===== src/rtl/systolic_ctrl.sv =====
// Sequencer for a 3x3 weight-stationary systolic array: weight-row load, skewed
// activation streaming, drain timing and de-skew of the column partial sums.
//
// state  | meaning
// IDLE   | waiting for start; job parameters latched on start
// WLOAD  | accepting three weight rows onto the array
// STREAM | accepting n_vec activation vectors, bubbles feed zeros
// DRAIN  | flushing the array for ARR_LAT+2 cycles
// DONE   | one-cycle done pulse, start ignored
module systolic_ctrl #(
    parameter int DW      = 13,
    parameter int ARR_LAT = 3,
    parameter int NW      = 8
) (
    input  logic          clk,
    input  logic          reset,
    input  logic          start,
    input  logic [NW-1:0] n_vec,
    input  logic          rot_mode,
    input  logic          w_valid,
    output logic          w_ready,
    input  logic [DW-1:0] w_data0,
    input  logic [DW-1:0] w_data1,
    input  logic [DW-1:0] w_data2,
    input  logic          a_valid,
    output logic          a_ready,
    input  logic [DW-1:0] a_data0,
    input  logic [DW-1:0] a_data1,
    input  logic [DW-1:0] a_data2,
    output logic          r_valid,
    output logic [DW-1:0] r_data0,
    output logic [DW-1:0] r_data1,
    output logic [DW-1:0] r_data2,
    output logic          busy,
    output logic          done,
    output logic          arr_weight_en,
    output logic          arr_weight_sel,
    output logic [DW-1:0] arr_in0,
    output logic [DW-1:0] arr_in1,
    output logic [DW-1:0] arr_in2,
    output logic [DW-1:0] arr_psum_in0,
    output logic [DW-1:0] arr_psum_in1,
    output logic [DW-1:0] arr_psum_in2,
    input  logic [DW-1:0] arr_psum0,
    input  logic [DW-1:0] arr_psum1,
    input  logic [DW-1:0] arr_psum2
);

    localparam int TL = ARR_LAT + 2;
    localparam int DCW = $clog2(TL) + 1;
    localparam logic [DCW-1:0] DRAIN_LAST = DCW'(TL - 1);

    typedef enum logic [2:0] {S_IDLE, S_WLOAD, S_STREAM, S_DRAIN, S_DONE} state_t;

    state_t          state_q;
    logic [NW-1:0]   n_q, vcnt_q;
    logic [1:0]      wcnt_q;
    logic [DCW-1:0]  dcnt_q;
    logic            rot_q, busy_q, done_q, w_ready_q, a_ready_q;
    logic [DW-1:0]   sk1_q, sk2a_q, sk2b_q, ps0a_q, ps0b_q, ps1_q;
    logic [TL-1:0]   tag_q;
    logic            w_acc, a_acc;

    assign w_acc = w_valid & w_ready_q;
    assign a_acc = a_valid & a_ready_q;

    always_ff @(posedge clk) begin
        if (reset) begin
            state_q   <= S_IDLE;
            n_q       <= '0;
            vcnt_q    <= '0;
            wcnt_q    <= '0;
            dcnt_q    <= '0;
            rot_q     <= 1'b0;
            busy_q    <= 1'b0;
            done_q    <= 1'b0;
            w_ready_q <= 1'b0;
            a_ready_q <= 1'b0;
        end else begin
            done_q <= 1'b0;
            case (state_q)
                S_IDLE: if (start) begin
                    n_q       <= n_vec;
                    rot_q     <= rot_mode;
                    wcnt_q    <= '0;
                    busy_q    <= 1'b1;
                    w_ready_q <= 1'b1;
                    state_q   <= S_WLOAD;
                end
                S_WLOAD: if (w_acc) begin
                    if (wcnt_q == 2'd2) begin
                        wcnt_q    <= '0;
                        w_ready_q <= 1'b0;
                        vcnt_q    <= '0;
                        dcnt_q    <= DRAIN_LAST;
                        if (n_q != '0) begin
                            a_ready_q <= 1'b1;
                            state_q   <= S_STREAM;
                        end else begin
                            state_q   <= S_DRAIN;
                        end
                    end else begin
                        wcnt_q <= wcnt_q + 2'd1;
                    end
                end
                // Compare before increment so n_vec = all-ones never wraps the counter.
                S_STREAM: if (a_acc) begin
                    if (vcnt_q == n_q - NW'(1)) begin
                        a_ready_q <= 1'b0;
                        state_q   <= S_DRAIN;
                    end else begin
                        vcnt_q <= vcnt_q + NW'(1);
                    end
                end
                S_DRAIN: begin
                    if (dcnt_q == '0) begin
                        done_q  <= 1'b1;
                        state_q <= S_DONE;
                    end else begin
                        dcnt_q <= dcnt_q - DCW'(1);
                    end
                end
                S_DONE: begin
                    busy_q  <= 1'b0;
                    rot_q   <= 1'b0;
                    state_q <= S_IDLE;
                end
                default: state_q <= S_IDLE;
            endcase
        end
    end

    // Skew/de-skew registers and the result tag line; zeros flow on every non-accept cycle.
    always_ff @(posedge clk) begin
        if (reset) begin
            sk1_q  <= '0;
            sk2a_q <= '0;
            sk2b_q <= '0;
            ps0a_q <= '0;
            ps0b_q <= '0;
            ps1_q  <= '0;
            tag_q  <= '0;
        end else begin
            sk1_q  <= a_acc ? a_data1 : '0;
            sk2a_q <= a_acc ? a_data2 : '0;
            sk2b_q <= sk2a_q;
            ps0a_q <= arr_psum0;
            ps0b_q <= ps0a_q;
            ps1_q  <= arr_psum1;
            tag_q  <= {tag_q[TL-2:0], a_acc};
        end
    end

    assign busy           = busy_q;
    assign done           = done_q;
    assign w_ready        = w_ready_q;
    assign a_ready        = a_ready_q;
    assign arr_weight_sel = rot_q;
    assign arr_weight_en  = w_acc;

    assign arr_in0 = w_acc ? w_data0 : (a_acc ? a_data0 : '0);
    assign arr_in1 = w_acc ? w_data1 : (w_ready_q ? '0 : sk1_q);
    assign arr_in2 = w_acc ? w_data2 : (w_ready_q ? '0 : sk2b_q);

    assign arr_psum_in0 = '0;
    assign arr_psum_in1 = '0;
    assign arr_psum_in2 = '0;

    assign r_valid = tag_q[TL-1];
    assign r_data0 = r_valid ? ps0b_q : '0;
    assign r_data1 = r_valid ? ps1_q : '0;
    assign r_data2 = r_valid ? arr_psum2 : '0;

endmodule


===== config.mk =====
export PLATFORM = sky130hd
export DESIGN_NAME = systolic_ctrl
export DESIGN_NICKNAME = d
export VERILOG_FILES = /design/src/rtl/systolic_ctrl.sv
export SDC_FILE = /design/constraint.sdc
export NUM_CORES = 1
export LEC_CHECK = 0
export ABC_CLOCK_PERIOD_IN_PS = 2100
export BUFFER_PORTS_ARGS = -buffer_cell sky130_fd_sc_hd__buf_2
export CAP_MARGIN = 10
export CELL_PAD_IN_SITES_DETAIL_PLACEMENT = 0
export CELL_PAD_IN_SITES_GLOBAL_PLACEMENT = 1
export CORE_AREA = 10 10 142 144
export DETAILED_ROUTE_END_ITERATION = 16
export DIE_AREA = 0 0 152 154
export GPL_TIMING_DRIVEN = 1
export PLACE_DENSITY_LB_ADDON = 0.1
export SYNTH_ARGS = -nofsm -noshare
export SYNTH_HDL_FRONTEND = slang
export SYNTH_SLANG_ARGS = --single-unit
export TNS_END_PERCENT = 10

===== constraint.sdc =====
create_clock -name clk -period 2.1 [get_ports clk]
set_clock_uncertainty 0.15 [all_clocks]
set_input_delay 0.525 -clock clk [delete_from_list [all_inputs] [get_ports clk]]
set_output_delay 0.525 -clock clk [all_outputs]
set_load 0.1 [all_outputs]

==> results of run 1 <==
-- flip-flops by register name, indices dropped and copies added (netlist names) --
signal / count
a_ready: 1
arr_weight_sel: 1
busy: 1
dcnt_q: 4
done: 1
n_q: 8
ps0a_q: 13
ps0b_q: 13
ps1_q: 13
sk1_q: 13
sk2a_q: 13
sk2b_q: 13
state_q: 3
tag_q: 5
vcnt_q: 8
w_ready: 1
wcnt_q: 2
-- worst min-delay path by stage --
stage / startpoint / to / depth (start not counted)
6_report: a_data2[11] / sk2a_q[11]$_SDFF_PP0_ / 2
5_1_grt: a_data2[11] / sk2a_q[11]$_SDFF_PP0_ / 2
4_1_cts: a_data1[2] / sk1_q[2]$_SDFF_PP0_ / 2
3_5_place_dp: tag_q[3]$_SDFF_PP0_ / tag_q[4]$_SDFF_PP0_ / 1
3_3_place_gp: sk2a_q[7]$_SDFF_PP0_ / sk2b_q[7]$_SDFF_PP0_ / 1
2_1_floorplan: tag_q[3]$_SDFF_PP0_ / tag_q[4]$_SDFF_PP0_ / 1
-- layer usage --
layer  routed length, um  vias up
met5                   0        -
li1                    -     2219
met1                6300     2026
met4                 231        0
met3                 603       15
met2                9073      111
-- cells by family after synthesis --
logic type	share of synthesized area, %
compound gates	11.46
xor+xnor	2.317
fa+ha+maj	0.7640
buf+inv	11.10
flops	46.04
mux	0.2292
other cells	0.07632
simple gates	28.01
-- layout make-up --
type                    instances  area, sq um  area share (%)
multi-input cells             382         2903           33.24
repair buffers                248         2569           29.42
flip-flops and latches        113         2282           26.14
clock buffers                  25        526.8           6.032
well taps                     225        281.5           3.224
inverters                      33        123.9           1.419
clock inverters                 4        46.29          0.5302
-- stage by stage --
| stage | utilization, % | cell area (sq um) |
|---|---|---|
| after floorplan | - | 5683 |
| after global placement | 46.42 | 7973 |
| after detailed placement | 46.42 | 7973 |
| after CTS | 49.81 | 8556 |
| after global routing | 50.84 | 8732 |
| final | 50.84 | 8732 |
-- worst register-to-register path: stages, from the launching register on --
cell and delay, ps:
dfxtp_2 330, inv_2 40, ha_4 150, buf_6 120, a31o_4 230, a2111oi_4 410, and4_4 350, or4_1 150
a21oi_2 50
-- cells in the final DEF (no fill, tap or decap), types with 3 or more instances in the layout --
cell	Yosys	routed
nor2_1	17	15
nor3b_1	9	7
a21oi_1	19	18
and2_4	0	11
o21ai_0	29	3
inv_1	33	31
clkbuf_8	0	5
nor2b_1	59	59
buf_2	1	134
xor2_1	5	4
and2_2	1	30
o31ai_1	7	3
dfxtp_4	0	4
a22o_4	0	13
clkbuf_16	0	18
nor3_1	5	5
nand4_1	5	5
buf_12	0	83
a21oi_2	6	7
nand3_1	6	6
or4_1	6	3
xnor2_1	8	7
dfxtp_2	0	4
dfxtp_1	113	105
conb_1	1	39
buf_4	39	30
nand2_1	50	42
o21ai_4	0	26
and2_1	67	27
nand2_4	0	4
or4_4	0	3
nand2_2	0	4
-- what timing repair did --
action	in CTS	in global routing
endpoints found under the hold margin	0	0
cloned	0	1
pin swaps	7	10
hold buffers	0	0
endpoints found under the setup margin	47	79
gates resized for setup	1	32
buffers inserted	1	3
-- power by group through the flow --
stage               Clock, mW  Combinational [mW]  Sequential, mW
finish                   2.73                1.67            2.26
global route             2.91                1.75            2.27
CTS                      2.82                1.63            2.26
detailed placement          0                1.62            2.30
global placement            0                1.59            2.30
floorplan                   0                1.16            2.35
==> impl_metrics.py, run 1 <==
metrics = {
    "clock_network": {
        "root_buffer": "clkbuf_16",
        "insertion_delay_ps": 400,
        "clockBufferDepth": 2,
        "htree_levels": 4,
        "cts_sinks": 113,
        "cts_buffers": 17,
        "cts_tree": "built",
        "clk_pin_slew_ps": 50,
    },
    "sta": {
        "setup_viol": 40,
        "relSlewSlack_pct": 65.33,
        "rsz0062_at_grt": "true",
        "final-hold-violation-count": 0,
        "tns_ps": -4491,
        "timing.hold.ws_ps": 171.7,
        "fin_crit_ps": 2237,
        "setup_ws_ps": -136.6,
        "max_freq_mhz": 447.1,
        "worstMarginPinSlew_ps": 523.6,
        "min_period_over_period_pct": 106.5,
        "drv_slew": 0,
    },
    "synth": {
        "synth_seq_area_share_pct": 46.04,
        "avgSynthCellArea_sq_um": 8.790,
        "synth_top_area_share_pct": 46.04,
        "synth_top_area_cell": "dfxtp_1",
        "yosys.cell_types.count": 50,
        "synth_edf_count": 0,
        "ys_top_cells_by_area": "dfxtp_1 46%, and2_1 8.5%, nor2b_1 7.5%, buf_4 6.0%, nand2_1 3.8%",
        "ys_warn_count": 0,
        "yosysMostFrequentCell": "dfxtp_1",
        "ys.flop_type": "dfxtp_1",
        "async_flop_share_pct": 0,
        "syn_area_sq_um": 4913,
        "synth_seq_cells": 113,
        "syn_inst": 559,
        "synthTopCellsByCount": "113 x dfxtp_1, 67 x and2_1, 59 x nor2b_1",
    },
    "layout": {
        "finalNonFillerCells": 1030,
        "finalNetCount": 929,
        "drive_above_1_share_pct": 50.68,
        "syn_to_final_growth_pct": 77.72,
        "fillers": 1623,
        "num_antenna_cells": 0,
    },
    "setup_path": {
        "crit_top_cell": "buf_12",
        "cp_max_fo": 13,
        "critical_path.startpoint": "w_ready$_SDFFE_PP0P_",
        "start_kind": "flop",
        "path_cells": "and2_4 > nor2_2 > buf_12 > a22o_4 > buf_12",
        "critPathTopFamily": "flip-flops",
        "rr_worst_depth": 8,
        "endpoint_kind": "output pin",
        "path_depth": 5,
        "cp_slowest_stage_delay_ps": 340,
        "cp_num_buf_inv": 2,
        "r2r_end": "vcnt_q[4]$_SDFFE_PP0P_",
        "crit_end": "arr_in0[10]",
        "regToRegStartpoint": "n_q[1]$_SDFFE_PP0P_",
        "critical-path-slowest-cell": "dfxtp_4",
        "path_class": "reg -> out",
        "critPathArrivalTime_ps": 1560,
        "r2r_slack_ps": 0,
        "critPathRequiredTime_ps": 1420,
    },
    "floorplanning": {
        "core_area_sq_um": 17180,
        "fp.dieArea_sq_um": 23410,
        "chipHeight_um": 154,
        "start_util_pct": 28.61,
        "num_rows": 48,
        "pin_count": 255,
        "fp.dieW_um": 152,
    },
    "placed_design": {
        "pre_cts_slack_ps": -49.60,
        "port-buffer-count": 215,
        "placed_cells": 996,
        "finalWeightedCongestion": 0.7479,
        "hpwl_um": 13060,
    },
    "global_routing": {
        "antenna_found_initial": 0,
        "use_met2_pct": 24.92,
        "grt_overflow_total": 0,
        "grt_start_max_net_pins": 41,
        "grtUsageMet1_pct": 13.90,
        "grt_pass1_wl_um": 24780,
        "first_global_vias": 4542,
        "groute.usage.overall_pct": 13.19,
        "grt-busiest-layer": "met2",
        "use_met3_pct": 3.040,
    },
    "pwr": {
        "p_total_mw": 6.654,
        "p_sw_mw": 2.065,
        "power_leakage_nw": 3.725,
        "internal_power_mw": 4.589,
        "pwr-share-comb_pct": 25.0,
        "switching_share_pct": 31.03,
        "p_per_area_nw_per_um2": 762.0,
        "power_frac_seq_pct": 34.0,
        "ir_drop_mv": 0.5571,
        "p_clk_share_pct": 41.0,
    },
    "run_status": {
        "outcome": "finished with violations",
        "violations": "negative setup slack",
    },
    "routing": {
        "drt_iter0_drc": 160,
        "route.detailed.drc": 0,
        "vias_per_cell": 4.244,
        "ant_nets": 0,
        "wirelength_um": 16210,
        "wl_per_cell_um": 15.74,
        "vias": 4371,
        "first_pass_iters": 4,
    },
    "hold_path": {
        "hold_class": "in -> reg",
    },
    "job": {
        "drv_cap": 0,
    },
}
(Power assumes the default switching activity.)
==> run 2: changes to the inputs <==
==> constraint.sdc (replaced) <==
create_clock -name clk -period 2.1 [get_ports clk]
set_clock_uncertainty 0.15 [all_clocks]
set_input_delay 0.105 -clock clk [delete_from_list [all_inputs] [get_ports clk]]
set_output_delay 0.105 -clock clk [all_outputs]
set_load 0.1 [all_outputs]
==> impl_metrics.py, run 2 (synthesis gave the netlist of run 1 again) <==
metrics = {
    "routing": {
        "drt_iter0_drc": 143,
        "vias_per_cell": 4.237,
        "ant_nets": 0,
        "first_pass_iters": 4,
        "vias": 4627,
        "wl_per_cell_um": 15.10,
        "wirelength_um": 16480,
        "route.detailed.drc": 0,
    },
    "global_routing": {
        "groute.usage.overall_pct": 13.63,
        "antenna_found_initial": 2,
        "grt_overflow_total": 0,
        "grt_pass1_wl_um": 26070,
        "first_global_vias": 4972,
        "grt_start_max_net_pins": 43,
    },
    "sta": {
        "max_freq_mhz": 491.6,
        "final-hold-violation-count": 0,
        "min_period_over_period_pct": 96.86,
        "relSlewSlack_pct": 57.88,
        "rsz0062_at_grt": "true",
        "fin_crit_ps": 2034,
        "drv_slew": 0,
        "setup_ws_ps": 65.91,
        "tns_ps": 0,
        "timing.hold.ws_ps": 128.9,
        "worstMarginPinSlew_ps": 631.7,
        "setup_viol": 0,
    },
    "layout": {
        "fillers": 1607,
        "num_antenna_cells": 0,
        "finalNetCount": 988,
        "drive_above_1_share_pct": 40.95,
        "design_area_sq_um": 8787,
        "final_common_cell": "buf_2",
        "syn_to_final_growth_pct": 78.84,
        "fin_util_pct": 51.16,
        "final_cell_mix": "135 x buf_2, 105 x dfxtp_1, 69 x dlygate4sd3_1",
        "finalNonFillerCells": 1092,
    },
    "floorplanning": {
        "start_util_pct": 28.61,
        "chipHeight_um": 154,
        "fp.dieArea_sq_um": 23410,
        "num_rows": 48,
        "fp.dieW_um": 152,
        "pin_count": 255,
        "core_area_sq_um": 17180,
    },
    "placed_design": {
        "postPlaceCellArea_sq_um": 7351,
        "pre_cts_slack_ps": -98.13,
        "port-buffer-count": 215,
        "placed_cells": 988,
        "finalWeightedCongestion": 0.7837,
        "hpwl_um": 12330,
    },
    "setup_path": {
        "cp_max_fo": 7,
        "cp_num_buf_inv": 2,
        "r2r_slack_ps": 70,
        "critPathTopFamily": "simple AND/OR/NAND/NOR gates",
        "path_cells": "inv_1 > ha_4 > buf_4 > nand4_1 > a2111oi_4 > and4_4 > or4_4 > a21oi_2",
        "r2r_end": "vcnt_q[4]$_SDFFE_PP0P_",
        "endpoint_kind": "flop",
        "critPathArrivalTime_ps": 2180,
        "rr_worst_depth": 8,
        "critPathRequiredTime_ps": 2240,
        "path_class": "reg -> reg",
        "critical-path-slowest-cell": "a2111oi_4",
        "start_kind": "flop",
        "regToRegStartpoint": "n_q[0]$_SDFFE_PP0P_",
        "cp_slowest_stage_delay_ps": 410,
    },
    "clock_network": {
        "cts_sinks": 113,
        "insertion_delay_ps": 410,
        "clockBufferDepth": 2,
        "cts_tree": "built",
        "root_buffer": "clkbuf_16",
        "clk_pin_slew_ps": 50,
        "cts_buffers": 17,
        "htree_levels": 4,
    },
    "hold_path": {
        "hold_class": "in -> reg",
        "min-delay-start": "w_valid",
        "whs_path_depth": 6,
        "whs_endpoint": "state_q[1]$_SDFFE_PP0P_",
    },
    "pwr": {
        "p_per_area_nw_per_um2": 761.4,
        "power_leakage_nw": 3.764,
        "ir_drop_mv": 0.5469,
        "p_total_mw": 6.690,
    },
    "job": {
        "drv_cap": 0,
    },
    "run_status": {
        "outcome": "completed",
    },
}
-- run 2: layout make-up --
class / instances / area [sq um] / share of cell area, %
clock inverters: 10 / 106.4 / 1.210
multi-input cells: 382 / 2519 / 28.66
clock buffers: 22 / 484.2 / 5.510
repair buffers: 307 / 2990 / 34.03
inverters: 33 / 123.9 / 1.410
flip-flops and latches: 113 / 2282 / 25.97
well taps: 225 / 281.5 / 3.204
-- run 2: worst max path at each step --
stage	start	endpoint	slack, ps	cells after the start
5_1_grt	vcnt_q[6]$_SDFFE_PP0P_	vcnt_q[0]$_SDFFE_PP0P_	-50	6
2_1_floorplan	tag_q[4]$_SDFF_PP0_	r_data0[12]	-160	2
3_3_place_gp	n_q[0]$_SDFFE_PP0P_	vcnt_q[3]$_SDFFE_PP0P_	-10	8
4_1_cts	n_q[0]$_SDFFE_PP0P_	vcnt_q[7]$_SDFFE_PP0P_	4	8
6_report	n_q[0]$_SDFFE_PP0P_	vcnt_q[4]$_SDFFE_PP0P_	70	8
3_5_place_dp	n_q[0]$_SDFFE_PP0P_	vcnt_q[7]$_SDFFE_PP0P_	-100	8
-- run 2: worst min-delay path, stage by stage --
cell and delay [ps]:
buf_2 110, nand4b_2 100, buf_4 120, nor3b_1 40, a21oi_1 110, nor3_1 50
-- run 2: per-layer routing --
metal / wire (um) / global-route usage [%] / share of wire, %
met1: 6241 / 13.46 / 38
met2: 8585 / 24.21 / 52
met5: 23 / 0 / 0.14
met3: 1468 / 7.280 / 8.9
met4: 165 / 3.989 / 1.0
-- run 2: where the power goes --
group / internal, mW / switching (mW) / total [mW]
sequential: 2.22 / 0.0330 / 2.25
clock: 1.86 / 0.983 / 2.84
combinational: 0.501 / 1.09 / 1.60
total: 4.58 / 2.11 / 6.69
-- run 2: timing repair --
item,4_1_cts,5_1_grt
hold endpoints to repair,68,0
cloned,1,0
hold buffers,69,0
pin swaps,3,9
endpoints found under the setup margin,22,10
resized for setup,19,19
setup buffers,1,1
